===== src/rtl/rv_core_fetch_if.sv =====
// AXI4 read-channel bundle between the fetch front end and the read interconnect.
// There is no arready: the interconnect takes the address in the cycle arvalid is high.
interface rv_core_fetch_if;
    logic [31:0] araddr;
    logic        arvalid;
    logic [1:0]  arburst;
    logic [2:0]  arsize;
    logic [7:0]  arlen;
    logic [3:0]  arcache;
    logic        rvalid;
    logic        rlast;
    logic [63:0] rdata;
    logic        rready;

    modport master (
        output araddr, arvalid, arburst, arsize, arlen, arcache, rready,
        input  rvalid, rlast, rdata
    );

    modport slave (
        input  araddr, arvalid, arburst, arsize, arlen, arcache, rready,
        output rvalid, rlast, rdata
    );
endinterface


===== src/rtl/rv_core_fetch.sv =====
// Instruction-fetch front end: one AXI4 INCR read burst per host command, 64-bit beats
// folded into a beat count and a 32-bit XOR checksum reported through fetch_status.
module rv_core_fetch #(
    parameter logic [3:0] ARCACHE_VAL = 4'b0011
) (
    input  logic          clk,
    input  logic          rst_n,
    input  logic [127:0]  data_in,
    input  logic          write,
    rv_core_fetch_if.master axi,
    output logic [63:0]   fetch_status
);

    typedef enum logic [1:0] {IDLE, ADDR, DATA} state_t;

    state_t      state, state_next;
    logic [31:0] araddr_q;
    logic [7:0]  arlen_q;
    logic [7:0]  beat_cnt;
    logic [8:0]  beats_total;
    logic [31:0] checksum;
    logic        busy, done, error;
    logic        cmd_accept, beat_accept;
    logic        reserved_unused;

    assign reserved_unused = ^data_in[127:40];

    assign axi.araddr  = araddr_q;
    assign axi.arlen   = arlen_q;
    assign axi.arburst = 2'b01;
    assign axi.arsize  = 3'b011;
    assign axi.arcache = ARCACHE_VAL;

    assign fetch_status = {checksum, 16'h0000, beat_cnt, 5'b00000, error, done, busy};

    always_comb begin
        state_next  = state;
        axi.arvalid = 1'b0;
        axi.rready  = 1'b0;
        cmd_accept  = 1'b0;
        beat_accept = 1'b0;
        case (state)
            IDLE: begin
                if (write) begin
                    cmd_accept = 1'b1;
                    state_next = ADDR;
                end
            end
            ADDR: begin
                axi.arvalid = 1'b1;
                state_next  = DATA;
            end
            DATA: begin
                axi.rready = 1'b1;
                if (axi.rvalid) begin
                    beat_accept = 1'b1;
                    if (axi.rlast) state_next = IDLE;
                end
            end
            default: state_next = IDLE;
        endcase
    end

    // beats_total is 9 bits so a full 256-beat burst can be told apart from an empty one,
    // while the reported beat_cnt wraps at 8 bits.
    always_ff @(posedge clk) begin
        if (!rst_n) begin
            state       <= IDLE;
            araddr_q    <= 32'h0;
            arlen_q     <= 8'h0;
            beat_cnt    <= 8'h0;
            beats_total <= 9'h0;
            checksum    <= 32'h0;
            busy        <= 1'b0;
            done        <= 1'b0;
            error       <= 1'b0;
        end else begin
            state <= state_next;
            if (cmd_accept) begin
                araddr_q    <= {data_in[31:3], 3'b000};
                arlen_q     <= data_in[39:32];
                beat_cnt    <= 8'h0;
                beats_total <= 9'h0;
                checksum    <= 32'h0;
                busy        <= 1'b1;
                done        <= 1'b0;
                error       <= 1'b0;
            end
            if (beat_accept) begin
                beat_cnt    <= beat_cnt + 8'd1;
                beats_total <= beats_total + 9'd1;
                checksum    <= checksum ^ axi.rdata[63:32] ^ axi.rdata[31:0];
                if (axi.rlast) begin
                    busy <= 1'b0;
                    done <= 1'b1;
                    if (beats_total != {1'b0, arlen_q}) error <= 1'b1;
                end else if (beats_total == {1'b0, arlen_q}) begin
                    error <= 1'b1;
                end
            end
        end
    end

endmodule


===== src/flat_wrapper.sv =====
// flat-port wrapper written by rule: the top's interface ports become plain ports
module rv_core_fetch_flat 
#(
    parameter logic [3:0] ARCACHE_VAL = 4'b0011
)
  (clk, rst_n, data_in, write, fetch_status, axi_araddr, axi_arvalid, axi_arburst, axi_arsize, axi_arlen, axi_arcache, axi_rready, axi_rvalid, axi_rlast, axi_rdata);
  rv_core_fetch_if axi_i ();
  input  logic clk;
  input  logic rst_n;
  input  logic [127:0] data_in;
  input  logic write;
  output logic [63:0] fetch_status;
  output wire logic [$bits(axi_i.araddr)-1:0] axi_araddr;
  output wire logic [$bits(axi_i.arvalid)-1:0] axi_arvalid;
  output wire logic [$bits(axi_i.arburst)-1:0] axi_arburst;
  output wire logic [$bits(axi_i.arsize)-1:0] axi_arsize;
  output wire logic [$bits(axi_i.arlen)-1:0] axi_arlen;
  output wire logic [$bits(axi_i.arcache)-1:0] axi_arcache;
  output wire logic [$bits(axi_i.rready)-1:0] axi_rready;
  input wire logic [$bits(axi_i.rvalid)-1:0] axi_rvalid;
  input wire logic [$bits(axi_i.rlast)-1:0] axi_rlast;
  input wire logic [$bits(axi_i.rdata)-1:0] axi_rdata;
  assign axi_araddr = axi_i.araddr;
  assign axi_arvalid = axi_i.arvalid;
  assign axi_arburst = axi_i.arburst;
  assign axi_arsize = axi_i.arsize;
  assign axi_arlen = axi_i.arlen;
  assign axi_arcache = axi_i.arcache;
  assign axi_rready = axi_i.rready;
  assign axi_i.rvalid = axi_rvalid;
  assign axi_i.rlast = axi_rlast;
  assign axi_i.rdata = axi_rdata;
  rv_core_fetch #(.ARCACHE_VAL(ARCACHE_VAL)) u_core (.clk(clk), .rst_n(rst_n), .data_in(data_in), .write(write), .axi(axi_i), .fetch_status(fetch_status));
endmodule

===== config.mk =====
export PLATFORM = sky130hd
export DESIGN_NAME = rv_core_fetch_flat
export DESIGN_NICKNAME = d
export VERILOG_FILES = /design/src/rtl/rv_core_fetch_if.sv /design/src/rtl/rv_core_fetch.sv /design/src/flat_wrapper.sv
export SDC_FILE = /design/constraint.sdc
export NUM_CORES = 1
export LEC_CHECK = 0
export CAP_MARGIN = 20
export CORE_AREA = 2 2 137 139
export CTS_CLUSTER_DIAMETER = 60
export DETAILED_ROUTE_END_ITERATION = 10
export DIE_AREA = 0 0 139 141
export PLACE_DENSITY = 0.66
export SLEW_MARGIN = 20
export SYNTH_ARGS = -nofsm -noshare
export SYNTH_HDL_FRONTEND = slang
export SYNTH_SLANG_ARGS = --single-unit

===== constraint.sdc =====
create_clock -name clk -period 4.5 [get_ports clk]
set_clock_uncertainty 0.05 [all_clocks]
set_input_delay 0.45 -clock clk [delete_from_list [all_inputs] [get_ports clk]]
set_output_delay 0.45 -clock clk [all_outputs]
set_load 0.02 [all_outputs]

# [Yosys cells after proc, flatten, opt, wreduce, memory -nomap -nowiden]
# Index checks and enable logic that the tools add are counted.
[word_totals] regBits=91 latchBits=0 ramBits=0 mem_bits_ro=0 output_inout_bits=115 wordCells=50 memories=0
[op_classes] addsub=2 mul=0 n_div=0 n_lt_le_gt_ge=0 n_eq_ne=7 shift=0 mux=27 n_bitwise=2 reduce_logical=3
[ops] operator="32-bit two-way mux" n=2
[ops] operator="32-bit XOR" n=2
[ops] operator="9-bit two-way mux" n=2
[ops] operator="1-bit two-way mux" n=17
[ops] operator="8-bit two-way mux" n=2
[ops] operator="9-bit by 1-bit adder with 9-bit output (second input constant)" n=1
[ops] operator="9-bit by 8-bit == test with 1-bit output" n=1
[ops] operator="9-bit by 8-bit != test with 1-bit output" n=1
[ops] operator="8-bit by 1-bit adder with 8-bit output (second input constant)" n=1
[ops] operator="2-bit two-way mux" n=3
[ops] operator="2-bit != test (second input constant)" n=3
[ops] operator="2-bit case mux with 3 select lines" n=1
[ops] operator="3-bit AND reduction" n=1
[ops] operator="2-bit by 1-bit == test with 1-bit output (second input constant)" n=1
[ops] operator="2-bit == test (second input constant)" n=1
[ops] operator="2-bit zero test" n=1
[ops] operator="2-bit nonzero test" n=1

# [Longest topological paths before layout]
[depth] depth_word=6 ltp_mapped=6 mapped_depth_nobuf=5

# [Least setup slack after synthesis]
# OpenSTA, ideal clock, no wires.
[synth_path] kind="input port to flip-flop" start="input port write" end="register u_core.error" setup_time_ps=127 arrival_time_ps=1431 setup_slack_ps=2892 cell_stages=5 cell_sequence="or3b_1 -> buf_2 -> nand3_1 -> o21ai_1 -> or3b_1"
[synth_between] elab_chain_cells=6 elab_cells_between_ends=7 cone_classes="mux: 7"
[synth_rtl] element="start, declared" line_no="flat_wrapper.sv:11" text="input logic write;"
[synth_rtl] element="1-bit two-way mux *" line_no="rv_core_fetch.sv:44" text="if (write) begin"
[synth_rtl] element="1-bit two-way mux *" line_no="rv_core_fetch.sv:42" text="case (state)"
[synth_rtl] element="1-bit two-way mux *" line_no="rv_core_fetch.sv:79" text="if (cmd_accept) begin"
[synth_rtl] element="1-bit two-way mux (on tied branches)" line_no="rv_core_fetch.sv:97, rv_core_fetch.sv:96"
[synth_rtl] element="1-bit two-way mux" line_no="rv_core_fetch.sv:93" text="if (axi.rlast) begin"
[synth_rtl] element="1-bit two-way mux *" line_no="rv_core_fetch.sv:89" text="if (beat_accept) begin"
[synth_rtl] element="end signal, assigned" line_no="rv_core_fetch.sv:87" text="error <= 1'b0;"
[synth_rtl] element="end signal, assigned" line_no="rv_core_fetch.sv:96" text="if (beats_total != {1'b0, arlen_q}) error <= 1'b1;"
[synth_rtl] element="end signal, assigned" line_no="rv_core_fetch.sv:98" text="error <= 1'b1;"
[synth_rtl] element="end, declared" line_no="rv_core_fetch.sv:22" text="logic busy, done, error;"
# Every way passes the cells marked *; elsewhere a longest branch is shown, timed or not.
# A chain may end at the register's enable or synchronous reset.

# [Final worst setup path]
[layout_path] start="input port axi_rvalid" end="register u_core.checksum[29]"
[layout_between] elab_chain_cells=3 elab_cells_between_ends=4 cone_classes="mux: 3; reduce/logical: 1"
[layout_rtl] element="start, declared" line_no="flat_wrapper.sv:20" text="input wire logic [$bits(axi_i.rvalid)-1:0] axi_rvalid;"
[layout_rtl] element="1-bit two-way mux *" line_no="rv_core_fetch.sv:55" text="if (axi.rvalid) begin"
[layout_rtl] element="1-bit two-way mux *" line_no="rv_core_fetch.sv:42"
[layout_rtl] element="32-bit two-way mux / 2-bit nonzero test (equally long branches)"
[layout_rtl] element="end signal, assigned" line_no="rv_core_fetch.sv:92" text="checksum <= checksum ^ axi.rdata[63:32] ^ axi.rdata[31:0];"
[layout_rtl] element="end, declared" line_no="rv_core_fetch.sv:21" text="logic [31:0] checksum;"
# Marks and branches as above.

==> impl_metrics.json <==
{
  "period_share": 0.613,
  "peakVddDrop_v": 0.000217,
  "areaGrowthSynthToFinish_pct": 50.9,
  "cts-hold-fix-buffers": 0,
  "x_dimension_of_the_die_um": 139,
  "worstSetupStartpointType": "primary input",
  "worst_path_slowest_cell": "nand2_2",
  "synthCells": 506,
  "dr.pass1.iters": 4,
  "worstPathBufferInverterCount": 1,
  "fin_crit_ns": 2.76,
  "report.final.hold_viol_count": 0,
  "critical_path.cell_chain": "clkdlybuf4s50_1 -> nand3b_2 -> nand2_2 -> o211ai_1 -> and3b_1",
  "synth_top_area_cell": "dfxtp_1",
  "globalplace.congestion": 0.727,
  "global_route.usage.total": 0.129,
  "die_height_um": 141,
  "critPathTopFamily": "simple AND/OR/NAND/NOR gates",
  "cts_tree": "done",
  "vias": 4034,
  "route.detailed.drc": 0,
  "synth_seq_cells": 91,
  "worstSetupPathType": "in2reg",
  "sequential_fraction_of_the_synthesis_area": 0.411,
  "critical_path_required_ns": 4.69,
  "timing.hold.ws_ns": 0.415,
  "initial_core_util": 0.243,
  "cts_buffers": 9,
  "count_of_instances_resized_after_the_clock_tree_is_built": 0,
  "compound_gate_portion_of_the_synthesized_area": 0.198,
  "drive_gt1_frac": 0.0384,
  "cts_sinks": 91,
  "ys.warnings.count": 0,
  "drt-vias-per-instance": 4.43,
  "clock_pin_slew_of_the_registers_on_the_worst_case_setup_and_hold_paths_ns": 0.07,
  "pwr_density_cell_nw_per_um2": 318,
  "fmaxAchievable_mhz": 362,
  "wire_per_inst_um": 13.7,
  "drt_wl_total_mm": 12.5,
  "post_synth_fa_ha_maj_area_fraction": 0.00564,
  "finish.instance_area_um2": 6690,
  "io_buffer_count": 187,
  "placeableCoreArea_um2": 18300,
  "placedInstanceArea_um2": 6340,
  "io_pins": 312,
  "netlist-cell-type-count": 35,
  "first_global_vias": 3930,
  "synth.cell_area_um2": 4430,
  "p_leak_nw": 2.58,
  "power.switching_fraction": 0.264,
  "run_status": "completed",
  "initial_antenna_violation_count": 0,
  "placementRows": 50,
  "cts.path.max_buffers": 2,
  "yosys.area_share.simple": 0.203,
  "power.combinational.fraction": 0.176,
  "setup-tns-final_ns": 0,
  "netSwitchingPower_uw": 563,
  "ctsRootBufferMaster": "clkbuf_16",
  "grt_pass1_wl_mm": 20.4,
  "postLayoutCoreUtil": 0.366,
  "setup_repair_after_global_routing_missed_its_margin": "false",
  "synth_top_family_by_area": "simple AND/OR/NAND/NOR gates",
  "detailed_place_hpwl_mm": 8.72,
  "post_synth_mux_area_share": 0.00677,
  "largest_cells_by_area_after_synthesis": "dfxtp_1 (41%), xor2_1 (7.9%), nand2_1 (7.4%)",
  "die_area_um2": 19600,
  "post_cts.repair.setup_buffers": 0,
  "final-max-slew-violation-count": 0,
  "critical_path.max_fanout": 36,
  "nNetsFinal": 871,
  "synthDominantCellAreaShare": 0.411,
  "mean_area_per_synthesized_cell_um2": 8.76,
  "maxSlewHeadroom": 0.311,
  "share_seq_of_total_power": 0.403,
  "worst_skew_pair_later_pin_latency_ns": 0.35,
  "hold_class": "reg2reg",
  "critical_path_arrival_ns": 2.95,
  "overflow": 0,
  "crit_path_end_kind": "flip-flop",
  "ant_nets": 0,
  "worst_path_largest_cell_delay_ns": 0.88,
  "initialDrtViolationCount": 203,
  "power.share.clock": 0.421,
  "drv.max_cap_violation_count": 0,
  "antenna_cells": 0,
  "timing_worst_slew_pin_value_ns": 1.03,
  "synth_xor_area_frac": 0.0790,
  "internal_power_mw": 1.57,
  "report.final.setup_viol": 0,
  "grt_max_degree": 65,
  "htreeDepth": 3
}
==> power groups by stage <==
stage	sequential (mW)	combinational [mW]	clock, mW
floorplan	0.911	0.170	0
global placement	0.876	0.378	0
detailed placement	0.878	0.380	0
CTS	0.859	0.382	0.932
global route	0.863	0.409	0.964
finish	0.859	0.374	0.896
==> through the flow <==
stage | setup WS [ns] | instances | total power [mW]
after global placement | 1.33 | 895 | 1.25
after global routing | 1.51 | 911 | 2.24
final | 1.74 | 911 | 2.13
after detailed placement | 1.31 | 895 | 1.26
after floorplan | 2.89 | 537 | 1.08
after CTS | 1.68 | 911 | 2.17
==> per-layer routing <==
| layer | vias up | share of wire | track usage | routed length [um] |
|---|---|---|---|---|
| met5 | - | 0 | 0 | 0 |
| met4 | 0 | 0.014 | 0.0377 | 180 |
| met3 | 12 | 0.10 | 0.0584 | 1260 |
| met2 | 164 | 0.44 | 0.207 | 5470 |
| met1 | 1840 | 0.45 | 0.156 | 5600 |
| li1 | 2018 | - | - | - |
==> logic make-up after synthesis <==
family	count (synthesis)
other	2
multiplexers	3
adder cells (fa/ha/maj)	2
flip-flops	91
AO/OA/AOI/OAI	131
buffers and inverters	69
AND/OR/NAND/NOR	168
XOR/XNOR	40
==> cell usage after synthesis, drive strengths merged <==
library cell / number
xor2: 40
buf: 48
a21oi: 38
mux2i: 3
nor2: 8
o21a: 2
a21boi: 42
nand4: 3
nor4: 4
o21ai: 6
o311ai: 4
o211ai: 32
a31oi: 2
inv: 1
nor3: 3
and2: 6
nand3: 6
or4: 2
clkbuf: 20
nand3b: 3
nand2: 88
a22oi: 3
conb: 2
and3b: 33
nor3b: 2
dfxtp: 91
o41ai: 2
nor2b: 8
or3b: 2
ha: 2
==> state kept, by name (all words and copies together), names as in the netlist <==
signal              count
u_core.beat_cnt         8
u_core.beats_total      9
u_core.error            1
u_core.state            2
u_core.busy             1
u_core.axi.arlen        8
u_core.checksum        32
u_core.done             1
u_core.axi.araddr      29
==> cells in the final DEF (no fill, tap or decap), types with 4 or more instances in the layout <==
cell             synthesis  routed
clkdlybuf4s50_1          0     186
a21oi_1                 38      38
xor2_1                  40      40
nor2b_1                  8       8
nor4_1                   4       4
clkbuf_16                0       9
a21boi_0                42      42
and2_1                   6       6
o311ai_0                 4       4
nand3_1                  6       6
dfxtp_1                 91      91
conb_1                   2      33
buf_4                   37       5
o211ai_1                32      32
and3b_1                 33      32
nand2_1                 87      87
o21ai_0                  5       5
nor2_1                   8       8
==> worst register-to-register path, delay by kind of cell, from the launching register on <==
kind | cells | cell delay, ns
and+or+nand+nor | 3 | 1.87
DFF | 1 | 0.35
AOI/OAI and AO/OA | 1 | 0.22
==> worst paths after layout <==
kind | startpoint | to | cells past startpoint | slack [ns]
setup / recovery | axi_rvalid | u_core.checksum[29]$_SDFFE_PN0P_ | 5 | 1.74
hold / removal | u_core.axi.araddr[4]$_SDFFE_PN0P_ | u_core.axi.araddr[4]$_SDFFE_PN0P_ | 2 | 0.42
setup reg to reg | u_core.state[0]$_SDFFE_PN0P_ | u_core.checksum[29]$_SDFFE_PN0P_ | 4 | 1.91
hold reg to reg | u_core.axi.araddr[4]$_SDFFE_PN0P_ | u_core.axi.araddr[4]$_SDFFE_PN0P_ | 2 | 0.42
==> layout make-up <==
class / count / area, um^2
clock buffers: 9 / 225
clock inverters: 7 / 125
fillers: 1872 / 11600
inverters: 1 / 3.75
multi-input cells: 377 / 2320
flip-flops and latches: 91 / 1820
well taps: 234 / 293
repair buffers: 192 / 1900
Note: power is estimated with default switching activity, not from simulation.
